--- src/rtl/cpu_run_controller.sv ---
// cpu_run_controller
//   Sequences the CPU clock-enable between halted, free-running, slow-running
//   (divider-paced) and single-step execution. The CPU's HLT instruction stops
//   execution through cpu_halt_i.
//
// Parameters
//   ClockFrequency  input clock in Hz; documentation only
//   DivWidth        width of divisor_i and of the tick down-counter
//
// Ports
//   clk_i          system clock, all logic on posedge
//   reset_i        synchronous active-high reset
//   start_i        level, halted -> run request
//   stop_i         level, run -> halted request (wins over start and step)
//   step_req_i     synchronised step button, rising edge requests one step
//   slow_mode_i    0: enable every run cycle, 1: enable only on divider tick
//   divisor_i      divider reload value, tick period = divisor_i + 1 cycles
//   cpu_halt_i     CPU executed HLT, forces halted while running
//   cpu_enable_o   registered clock-enable to the CPU core
//   state_o        00 halted, 01 run, 10 step
//   running_o      registered copy of (state_o == run)

module cpu_run_controller #(
    parameter int unsigned ClockFrequency = 50000000,
    parameter int unsigned DivWidth       = 26
) (
    input  logic                clk_i,
    input  logic                reset_i,
    input  logic                start_i,
    input  logic                stop_i,
    input  logic                step_req_i,
    input  logic                slow_mode_i,
    input  logic [DivWidth-1:0] divisor_i,
    input  logic                cpu_halt_i,
    output logic                cpu_enable_o,
    output logic [1:0]          state_o,
    output logic                running_o
);

    if (ClockFrequency == 0) begin : g_clk_check
        $error("ClockFrequency must be non-zero");
    end

    typedef enum logic [1:0] {
        StHalted = 2'b00,
        StRun    = 2'b01,
        StStep   = 2'b10
    } state_e;

    state_e              state_q;
    logic                cpu_enable_q;
    logic                running_q;
    logic                step_prev_q;
    logic [DivWidth-1:0] count_q;

    logic step_edge;
    logic tick;

    assign step_edge = step_req_i & ~step_prev_q;
    assign tick      = (count_q == '0);

    always_ff @(posedge clk_i) begin
        if (reset_i) begin
            state_q      <= StHalted;
            cpu_enable_q <= 1'b0;
            running_q    <= 1'b0;
            count_q      <= divisor_i;
            // Treat the button as already pressed so a press held through
            // reset does not produce a step.
            step_prev_q  <= 1'b1;
        end else begin
            step_prev_q <= step_req_i;
            unique case (state_q)
                StHalted: begin
                    cpu_enable_q <= 1'b0;
                    if (stop_i) begin
                        state_q <= StHalted;
                    end else if (start_i) begin
                        state_q   <= StRun;
                        running_q <= 1'b1;
                        count_q   <= divisor_i;
                    end else if (step_edge) begin
                        state_q      <= StStep;
                        cpu_enable_q <= 1'b1;
                    end
                end
                StStep: begin
                    // One enable pulse per step; every input is ignored here.
                    cpu_enable_q <= 1'b0;
                    state_q      <= StHalted;
                end
                StRun: begin
                    // Divider runs every RUN cycle, even while in fast mode.
                    if (tick) begin
                        count_q <= divisor_i;
                    end else begin
                        count_q <= count_q - DivWidth'(1);
                    end
                    if (stop_i || cpu_halt_i) begin
                        state_q      <= StHalted;
                        running_q    <= 1'b0;
                        cpu_enable_q <= 1'b0;
                    end else if (slow_mode_i) begin
                        cpu_enable_q <= tick;
                    end else begin
                        cpu_enable_q <= 1'b1;
                    end
                end
                default: begin
                    state_q      <= StHalted;
                    running_q    <= 1'b0;
                    cpu_enable_q <= 1'b0;
                end
            endcase
        end
    end

    assign cpu_enable_o = cpu_enable_q;
    assign state_o      = state_q;
    assign running_o    = running_q;

endmodule
--- config.mk ---
export PLATFORM = sky130hd
export DESIGN_NAME = cpu_run_controller
export DESIGN_NICKNAME = d
export VERILOG_FILES = /design/src/rtl/cpu_run_controller.sv
export SDC_FILE = /design/constraint.sdc
export NUM_CORES = 1
export LEC_CHECK = 0
export ABC_AREA = 1
export CAP_MARGIN = 0
export CORE_MARGIN = 2
export CORE_UTILIZATION = 40
export CTS_CLUSTER_DIAMETER = 150
export DETAILED_ROUTE_END_ITERATION = 8
export PLACE_DENSITY_LB_ADDON = 0.2
export SETUP_SLACK_MARGIN = 0.5
export SLEW_MARGIN = 10
export SYNTH_ARGS = -nofsm -noshare
export SYNTH_HDL_FRONTEND = slang
export SYNTH_SLANG_ARGS = --single-unit
--- constraint.sdc ---
create_clock -name clk_i -period 3 [get_ports clk_i]
set_clock_uncertainty 0.05 [all_clocks]
set_input_delay 0.3 -clock clk_i [delete_from_list [all_inputs] [get_ports clk_i]]
set_output_delay 0.3 -clock clk_i [all_outputs]
set_load 0.01 [all_outputs]
==> results.md, run 1 <==
* Design Power at 1.13 mW
* Synth Area per Inst at roughly 7.3 sq um
* CTS Buf Count at 5
* Relative slew slack at 0.659
* Antenna violations before repair at 0
* Syn_nets at ~320
* Fin. Hold Viols at 0
* Mapped Cells at a little under 300
* Synth unique cells at 28
* Drc violations at 0
* MaxCap Viol Count at 0
* Power per Cell Area at roughly 430 nW/um^2
* Layout cell share with drive strength beyond 1 at 0.0604
* Io pins at 37
* Hpwl dp at roughly 3500 um
* Ant diodes at 0
* Actual slew at the worst max-slew pin at roughly 0.51 ns
* Setup TNS at 0 ns
* Synth top area share at 0.369
* Leakage Power at roughly 1.1 nW
* First-pass GRT wire length at just under 8000 um
* Critical Path Source Type: register
* Post-route setup slack at approximately 0.81 ns
* Core Area at between 5000 and 6000 sq um
* Post-DRT Antenna Nets at 0
* Clk buf depth at 2
* Kind of critical path: register to register
* Worst IR Drop VDD at between 0.0002 and 0.00025 V
* Total global-route track usage at 0.170
* Flops & latches, synth at 31
* Vias per inst at between 4 and 5
* Root Buffer: clkbuf_8
* Clk Latency, worst-skew pair at a little under 0.3 ns
* Die Area at between 5000 and 6000 sq um
* Initial Utilization at 0.414
* Multi-input logic area at between 1000 and 1500 sq um
* Die Ht at 76.7 um
* Initial drt markers at around 110
* Critical Path Sink Type: register
* Minimum clock period at around 2.2 ns
* Placed cells at slightly below 400
* Status: completed
* Vias in the first global route at around 1700
* H-Tree Depth at 2
* Area leader, netlist: edfxtp_1
* Post-synthesis sequential area ratio at 0.417
* Post-CTS Setup Inserts at 0
* Largest net degree at the start of global routing at 38
* Slew Limit Fails at 0
* YS warnings at 0
* Clock slew at reported path FFs at roughly 0.070 ns
* Final Non-Filler Cells at 401
* Reg area at 881 sq um
* Dpl ws at between 0.7 and 0.8 ns
* Worst hold path type: register to register
* Die Wd at between 70 and 80 um
* Row cnt at 26
* Drt wl/cell at ~11 um
* DRT Pass-1 Iters at 4
* Top cells by area, synth: edfxtp_1, nand2_1, inv_1, nor2_1, nand3_1
* Finished Core Util at 0.516
* Final wirelength at ~4600 um
* GRT overflow at 0
* Mapped cell area at about 2100 sq um
* CTS sink cnt at 31
* IO buf count at 36
* Synth-to-layout area growth at 24.8%
* Critical path arrival at around 2.2 ns
* Fmax at ~460 MHz
* Fin crit share at 0.730
* RD Place Congestion at roughly 0.85
* RSZ-0062 raised after global routing: no
* Nets@finish at ~360
* Critical Path Fanout Max at 37
* Vias at roughly 1900
* Fill cell count at slightly above 500
* CTS tree: built
* Setup-failing EPs final at 0
* Required @ worst endpoint at roughly 3.0 ns
[routing by layer]
metal / vias to the layer above / GRT usage / wire, um
met5: - / 0 / 0
met4: 0 / 0.0436 / 53
met3: 7 / 0.0447 / 282
met2: 47 / 0.269 / 2100
met1: 829 / 0.231 / 2170
li1: 1000 / - / -
[worst max-delay path, stage by stage, from the launching register on]
cell,delay (ns)
edfxtp_1,0.39
inv_1,0.12
ha_1,0.25
nand2_2,0.14
nor2_4,0.16
nand2_2,0.09
nor2_4,0.12
nand3_4,0.19
nand2_8,0.25
nand2_1,0.07
nand2_1,0.06
inv_1,0.04
[cell usage after synthesis, drive strengths merged]
cell type,instances
nand2,84
nor2,49
inv,45
nand3,30
edfxtp,26
o21ai,12
xnor2,8
xor2,8
dfxtp,5
nor3,5
buf,4
nand4,4
a21oi,3
a21boi,1
a21o,1
a31oi,1
clkbuf,1
ha,1
o211ai,1
o221ai,1
[kinds of logic after synthesis]
group | count (synthesis) | share of synthesized area
flip-flops | 31 | 0.417
adder cells (fa/ha/maj) | 1 | 0.00592
AND/OR/NAND/NOR | 172 | 0.359
buffers and inverters | 50 | 0.0983
XOR/XNOR | 16 | 0.0663
AO/OA/AOI/OAI | 20 | 0.0533
[sequential cells by signal, indices dropped and copies added (netlist names)]
name / count
state_o: 2
running_o: 1
count_q: 26
cpu_enable_o: 1
step_prev_q: 1
[cells in the final DEF (no fill, tap or decap), drive strengths merged]
cell	synthesis	routed
a21boi	1	1
a21o	1	1
a21oi	3	3
a31oi	1	1
buf	4	2
clkbuf	1	7
clkdlybuf4s50	0	36
clkinv	0	1
dfxtp	5	5
edfxtp	26	26
ha	1	1
inv	45	45
nand2	84	84
nand3	30	30
nand4	4	4
nor2	49	49
nor3	5	5
o211ai	1	1
o21ai	12	12
o221ai	1	1
xnor2	8	8
xor2	8	8
[metrics by stage]
step | cell area [sq um] | hold WS, ns
global placement | 2540 | 0.460
CTS | 2630 | 0.480
detailed placement | 2540 | 0.468
finish | 2640 | 0.476
global route | 2640 | 0.502
floorplan | 2110 | 0.319
[power by group]
part | total (mW) | internal, mW | switching (mW)
registers | 0.569 | 0.523 | 0.0466
clock network | 0.346 | 0.185 | 0.161
logic | 0.214 | 0.102 | 0.113
[layout make-up]
type | instances | area share
multi-input cells | 209 | 0.392
flip-flops and latches | 31 | 0.334
repair buffers | 38 | 0.142
inverters | 45 | 0.0640
well taps | 70 | 0.0332
clock buffers | 7 | 0.0327
clock inverters | 1 | 0.00190
[path summary, 6_finish.rpt]
check / startpoint / end / slack, ns / cells past startpoint
worst min register to register: step_prev_q / state_o[1] / 0.48 / 3
worst max register to register: count_q[0] / count_q[9] / 0.81 / 11
worst max-delay path: count_q[0] / count_q[9] / 0.81 / 11
worst min-delay path: step_prev_q / state_o[1] / 0.48 / 3
[what timing repair did]
item                                    CTS  global route
resized for setup                         0             1
endpoints found under the setup margin    0             5
hold buffers                              0             0
(Power assumes the default switching activity.)
==> run 2: changes to the inputs <==
clock period = 2.2 ns   (was 3 ns; I/O delays follow)
==> run 2 against run 1 <==
Effect of this change:
- global-route usage increased by 3.8 points
- cell count grew 12%
- highest routed layer unchanged
- final area up 24%
==> results.md, run 2 (synthesis gave the netlist of run 1 again) <==
* Status: completed (unchanged)
* Met2 Use GR at 0.326 (was 0.269)
* Fin crit share at 0.868 (was 0.730)
* IO buf count at 36 (unchanged)
* Die Area at 5880 sq um (unchanged)
* Slew Limit Fails at 0 (unchanged)
* Nets@finish at 414 (was 364)
* Critical Path Sink Type: register (unchanged)
* Drt wl/cell at 14.5 um (was 11.5 um)
* CTS tree: built (unchanged)
* MaxCap Viol Count at 0 (unchanged)
* Io pins at 37 (unchanged)
* Setup TNS at 0 ns (unchanged)
* Critical Path Fanout Max at 5 (was 37)
* Total global-route track usage at 0.208 (was 0.170)
* Die Ht at 76.7 um (unchanged)
* RD Place Congestion at 0.913 (was 0.850)
* Antenna violations before repair at 0 (unchanged)
* Core Area at 5110 sq um (unchanged)
* Worst hold path type: primary input to register (was register to register)
* Kind of critical path: register to register (unchanged)
* Layout cell share with drive strength beyond 1 at 0.281 (was 0.0604)
* H-Tree Depth at 2 (unchanged)
* Largest net degree at the start of global routing at 17 (was 38)
* Ant diodes at 0 (unchanged)
* # hold bufs at CTS at 0 (unchanged)
* GRT overflow at 0 (unchanged)
* Reg area at 881 sq um (unchanged)
* Most Used Layer, Global Route: met2 (unchanged)
* R2R depth at 11 (unchanged)
* RSZ-0062 raised after global routing: yes (was no)
* Worst IR Drop VDD at 0.000249 V (was 0.000213 V)
* Critical Path Source Type: register (unchanged)
* Fill cell count at 447 (was 513)
* Clk Latency, worst-skew pair at 0.30 ns (was 0.29 ns)
* Required @ worst endpoint at 2.21 ns (was 3.00 ns)
* Clock slew at reported path FFs at 0.07 ns (about the same)
* Final wirelength at 6540 um (was 4600 um)
* Fmax at 523 MHz (was 457 MHz)
* Min Hold Slack at 0.434 ns (was 0.476 ns)
* Met1 usage at 0.281 (was 0.231)
* Minimum clock period at 1.91 ns (was 2.19 ns)
* Leakage Power at 1.41 nW (was 1.13 nW)
* Hpwl dp at 3520 um (was 3490 um)
* CTS sink cnt at 31 (unchanged)
* Vias per inst at 5.05 (was 4.70)
* Power per Cell Area at 517 nW/um^2 (was 428 nW/um^2)
* DRT Pass-1 Iters at 4 (unchanged)
* Die Wd at 76.7 um (unchanged)
* Actual slew at the worst max-slew pin at 0.427 ns (was 0.510 ns)
* Commonest cells after routing, fill and taps aside: nand2_1, inv_1, buf_4 (was nand2_1, inv_1, nor2_1)
* Relative slew slack at 0.713 (was 0.659)
* Fin. Hold Viols at 0 (unchanged)
* Initial drt markers at 214 (was 112)
* Root Buffer: clkbuf_8 (unchanged)
* First-pass GRT wire length at 9430 um (was 7950 um)
* Setup-failing EPs final at 0 (unchanged)
* Largest register FFs at 26 (unchanged)
* Hold path cells at 3 (unchanged)
* Clk buf depth at 2 (unchanged)
* Drc violations at 0 (unchanged)
* Synth-to-layout area growth at 54.7% (was 24.8%)
* Critical path arrival at 1.92 ns (was 2.19 ns)
* Initial Utilization at 0.414 (unchanged)
* Vias in the first global route at 1989 (was 1724)
* Multi-input logic area at 1270 sq um (was 1030 sq um)
* Post-DRT Antenna Nets at 0 (unchanged)
* Most common cell after layout, fill and taps aside: nand2_1 (unchanged)
* CTS Buf Count at 5 (unchanged)
* Vias at 2279 (was 1883)
* Row cnt at 26 (unchanged)
* Met3 Use GR at 0.0435 (was 0.0447)
* Biggest register: count_q (unchanged)
==> run 2: repair_timing <==
| item | in CTS | in global routing |
|---|---|---|
| buffers inserted | 21 | 20 |
| pin swaps | 10 | 17 |
| resized for setup | 23 | 28 |
| endpoints found under the setup margin | 26 | 26 |
| cloned | 7 | 0 |
==> run 2: per-stage QoR <==
step / utilization / area, sq um / worst slack [ns] / total power [mW] / cells
2_1_floorplan: - / 2140 / 0.458 / 0.968 / 290
3_3_place_gp: 0.507 / 2590 / 0.196 / 1.09 / 395
3_5_place_dp: 0.507 / 2590 / 0.185 / 1.09 / 395
4_1_cts: 0.595 / 3040 / 0.357 / 1.61 / 431
5_1_grt: 0.640 / 3270 / 0.214 / 1.77 / 451
6_report: 0.640 / 3270 / 0.290 / 1.69 / 451
==> run 2: per-layer routing <==
layer	share of wire	up-vias
li1	-	1108
met1	0.43	1049
met2	0.47	103
met3	0.073	19
met4	0.026	0
met5	0	-
==> run 2: worst paths after layout <==
path / slack, ns / start / endpoint
max: 0.29 / count_q[15] / count_q[2]
min: 0.43 / step_req_i / step_prev_q
max reg2reg: 0.29 / count_q[15] / count_q[2]
min reg2reg: 0.46 / step_prev_q / state_o[1]
==> run 2: final cells by class <==
class | instances | share of cell area
clock buffer | 5 | 0.0210
clock inverter | 3 | 0.00459
inverter | 45 | 0.0517
multi-input combinational | 215 | 0.390
sequential | 31 | 0.269
tap | 70 | 0.0268
timing repair buffer | 82 | 0.237
==> run 2: report_power, final <==
| part | internal (mW) | switching [mW] |
|---|---|---|
| clock | 0.216 | 0.237 |
| sequential | 0.713 | 0.0621 |
| combinational | 0.232 | 0.232 |
==> run 2: critical path, stage by stage, from the launching register on <==
cell      delay, ns
edfxtp_1       0.47
nor2_2         0.18
nand2_2        0.10
nor2_4         0.13
nand2_2        0.09
nor2_4         0.12
nand3_4        0.12
buf_8          0.18
nand2_8        0.09
nand2_1        0.05
nand2_1        0.05
inv_1          0.03
==> run 3: changes to the inputs <==
REMOVE_ABC_BUFFERS = 1   (was default)
==> run 3 against run 2 <==
Effect of this change:
- count of clock-buffer cells in the layout rose by 2
- worst setup slack got worse by 0.015 ns
- non-clock buffer count did not move
- largest cell class unchanged
- largest power group unchanged
- highest routed layer unchanged
==> results.md, run 3 (synthesis gave the netlist of run 1 again) <==
* RD Place Congestion at 0.933 (was 0.913)
* Logic gate share of total power at 0.274 (about the same)
* Fill cell count at 428 (was 447)
* Required @ worst endpoint at 2.20 ns (was 2.21 ns)
* GRT overflow at 0 (unchanged)
* Vias in the first global route at 2149 (was 1989)
* Leakage Power at 1.39 nW (was 1.41 nW)
* Clk buf depth at 2 (unchanged)
* IO buf count at 36 (unchanged)
* Status: completed (unchanged)
* Die Area at 5880 sq um (unchanged)
* Io pins at 37 (unchanged)
* H-Tree Depth at 2 (unchanged)
* Final Non-Filler Cells at 450 (was 451)
* RSZ-0062 raised after global routing: yes (unchanged)
* CTS sink cnt at 31 (unchanged)
* Minimum clock period at 1.92 ns (was 1.91 ns)
* Setup TNS at 0 ns (unchanged)
* Die Ht at 76.7 um (unchanged)
* Clock slew at reported path FFs at 0.07 ns (about the same)
* Post-DRT Antenna Nets at 0 (unchanged)
* Met1 WL at 2730 um (was 2790 um)
* Setup-failing EPs final at 0 (unchanged)
* Slew Limit Fails at 0 (unchanged)
* Vias at 2285 (was 2279)
* Critical Path Fanout Max at 9 (was 5)
* MaxCap Viol Count at 0 (unchanged)
* Initial drt markers at 211 (was 214)
* Clock network fraction of total power at 0.275 (was 0.268)
* Fmax at 520 MHz (was 523 MHz)
* Hpwl dp at 3380 um (was 3520 um)
* Worst hold path type: primary input to register (unchanged)
* Power per Cell Area at 523 nW/um^2 (was 517 nW/um^2)
* Die Wd at 76.7 um (unchanged)
* Core Area at 5110 sq um (unchanged)
* Fin crit share at 0.875 (was 0.868)
* Clk Latency, worst-skew pair at 0.29 ns (was 0.30 ns)
* Layout cell share with drive strength beyond 1 at 0.305 (was 0.281)
* Top layer in use: met4 (unchanged)
* Root Buffer: clkbuf_8 (unchanged)
* Drc violations at 0 (unchanged)
* Row cnt at 26 (unchanged)
* Biggest register: count_q (unchanged)
* Antenna violations before repair at 0 (unchanged)
* Net Switching at 521 uW (was 531 uW)
* Critical path arrival at 1.92 ns (about the same)
* Most common cell after layout, fill and taps aside: nand2_1 (unchanged)
* Sequential share of power at 0.451 (was 0.458)
* Synth-to-layout area growth at 54.9% (was 54.7%)
* Actual slew at the worst max-slew pin at 0.450 ns (was 0.427 ns)
* CTS tree: built (unchanged)
* DRT Pass-1 Iters at 4 (unchanged)
* Initial Utilization at 0.414 (unchanged)
* Largest register FFs at 26 (unchanged)
* Vias per inst at 5.08 (was 5.05)
* P_int at 1.19 mW (was 1.16 mW)
* Largest net degree at the start of global routing at 27 (was 17)
* Ant diodes at 0 (unchanged)
* Final wirelength at 6740 um (was 6540 um)
* Nets@finish at 413 (was 414)
* Worst IR Drop VDD at 0.000231 V (was 0.000249 V)
* Switching Share at 0.304 (was 0.314)
* Met3 Wirelength at 486 um (was 476 um)
* Design Power at 1.71 mW (was 1.69 mW)
* Critical Path Sink Type: register (unchanged)
* Critical Path Source Type: register (unchanged)
* Fin. Hold Viols at 0 (unchanged)
* Drt wl/cell at 15.0 um (was 14.5 um)
* CTS Buf Count at 5 (unchanged)
* Total global-route track usage at 0.208 (about the same)
* Kind of critical path: register to register (unchanged)
* Placed cells at 396 (was 395)
* First-pass GRT wire length at 9730 um (was 9430 um)
* Relative slew slack at 0.700 (was 0.713)
* Met2 WL at 3210 um (was 3100 um)
* Commonest cells after routing, fill and taps aside: nand2_1, inv_1, buf_4 (unchanged)
## run 3: cell count changes in the layout (fill, tap and decap cells not counted), sizes merged
cell / delta
nand2: -1
clkbuf: +2
clkinv: -2
## run 3: through the flow
step,utilization,cell area [sq um],setup WS [ns],hold slack (ns)
after floorplan,-,2070,0.206,0.239
after global placement,0.501,2560,0.197,0.461
after detailed placement,0.501,2560,0.161,0.466
after CTS,0.596,3040,0.360,0.438
after global routing,0.641,3270,0.182,0.466
final,0.641,3270,0.275,0.439
## run 3: final cells by class
type | instances | area, sq um | share of cell area
Multi-Input combinational cell | 214 | 1280 | 0.391
Inverter | 45 | 169 | 0.0516
Clock inverter | 1 | 5.00 | 0.00153
Sequential cell | 31 | 881 | 0.269
Clock buffer | 7 | 86.3 | 0.0264
Tap cell | 70 | 87.6 | 0.0267
Timing Repair Buffer | 82 | 764 | 0.233
## run 3: path summary, 6_finish.rpt
kind,startpoint,end,slack (ns),cells after the start
worst max-delay path,count_q[2],count_q[12],0.28,9
worst min-delay path,step_req_i,step_prev_q,0.44,3
worst max register to register,count_q[2],count_q[12],0.28,9
worst min register to register,step_prev_q,state_o[1],0.47,3
## run 3: routing by layer
layer,GRT usage,vias up
li1,-,1105
met1,0.264,1042
met2,0.340,107
met3,0.0459,31
met4,0.0909,0
met5,0,-
## run 3: what timing repair did
| action | in CTS | in global routing |
|---|---|---|
| gates resized for setup | 28 | 40 |
| buffers inserted | 28 | 12 |
| hold buffers | 0 | 0 |
| setup endpoints to repair | 26 | 27 |
| pin swaps | 17 | 16 |
| cloned | 4 | 2 |
## run 3: power groups by stage
stage | sequential [mW] | clock, mW | combinational, mW
global route | 0.778 | 0.495 | 0.511
CTS | 0.767 | 0.473 | 0.392
detailed placement | 0.786 | 0 | 0.293
floorplan | 0.770 | 0 | 0.182
global placement | 0.787 | 0 | 0.290
finish | 0.773 | 0.472 | 0.470
## run 3: critical path, stage by stage, from the launching register on
cell      delay (ns)
edfxtp_1        0.48
nor2_4          0.20
nand2_4         0.10
nor2_4          0.13
nand2_2         0.09
nor2_4          0.12
nand3_4         0.12
buf_4           0.19
nand2_4         0.13
o21ai_1         0.08
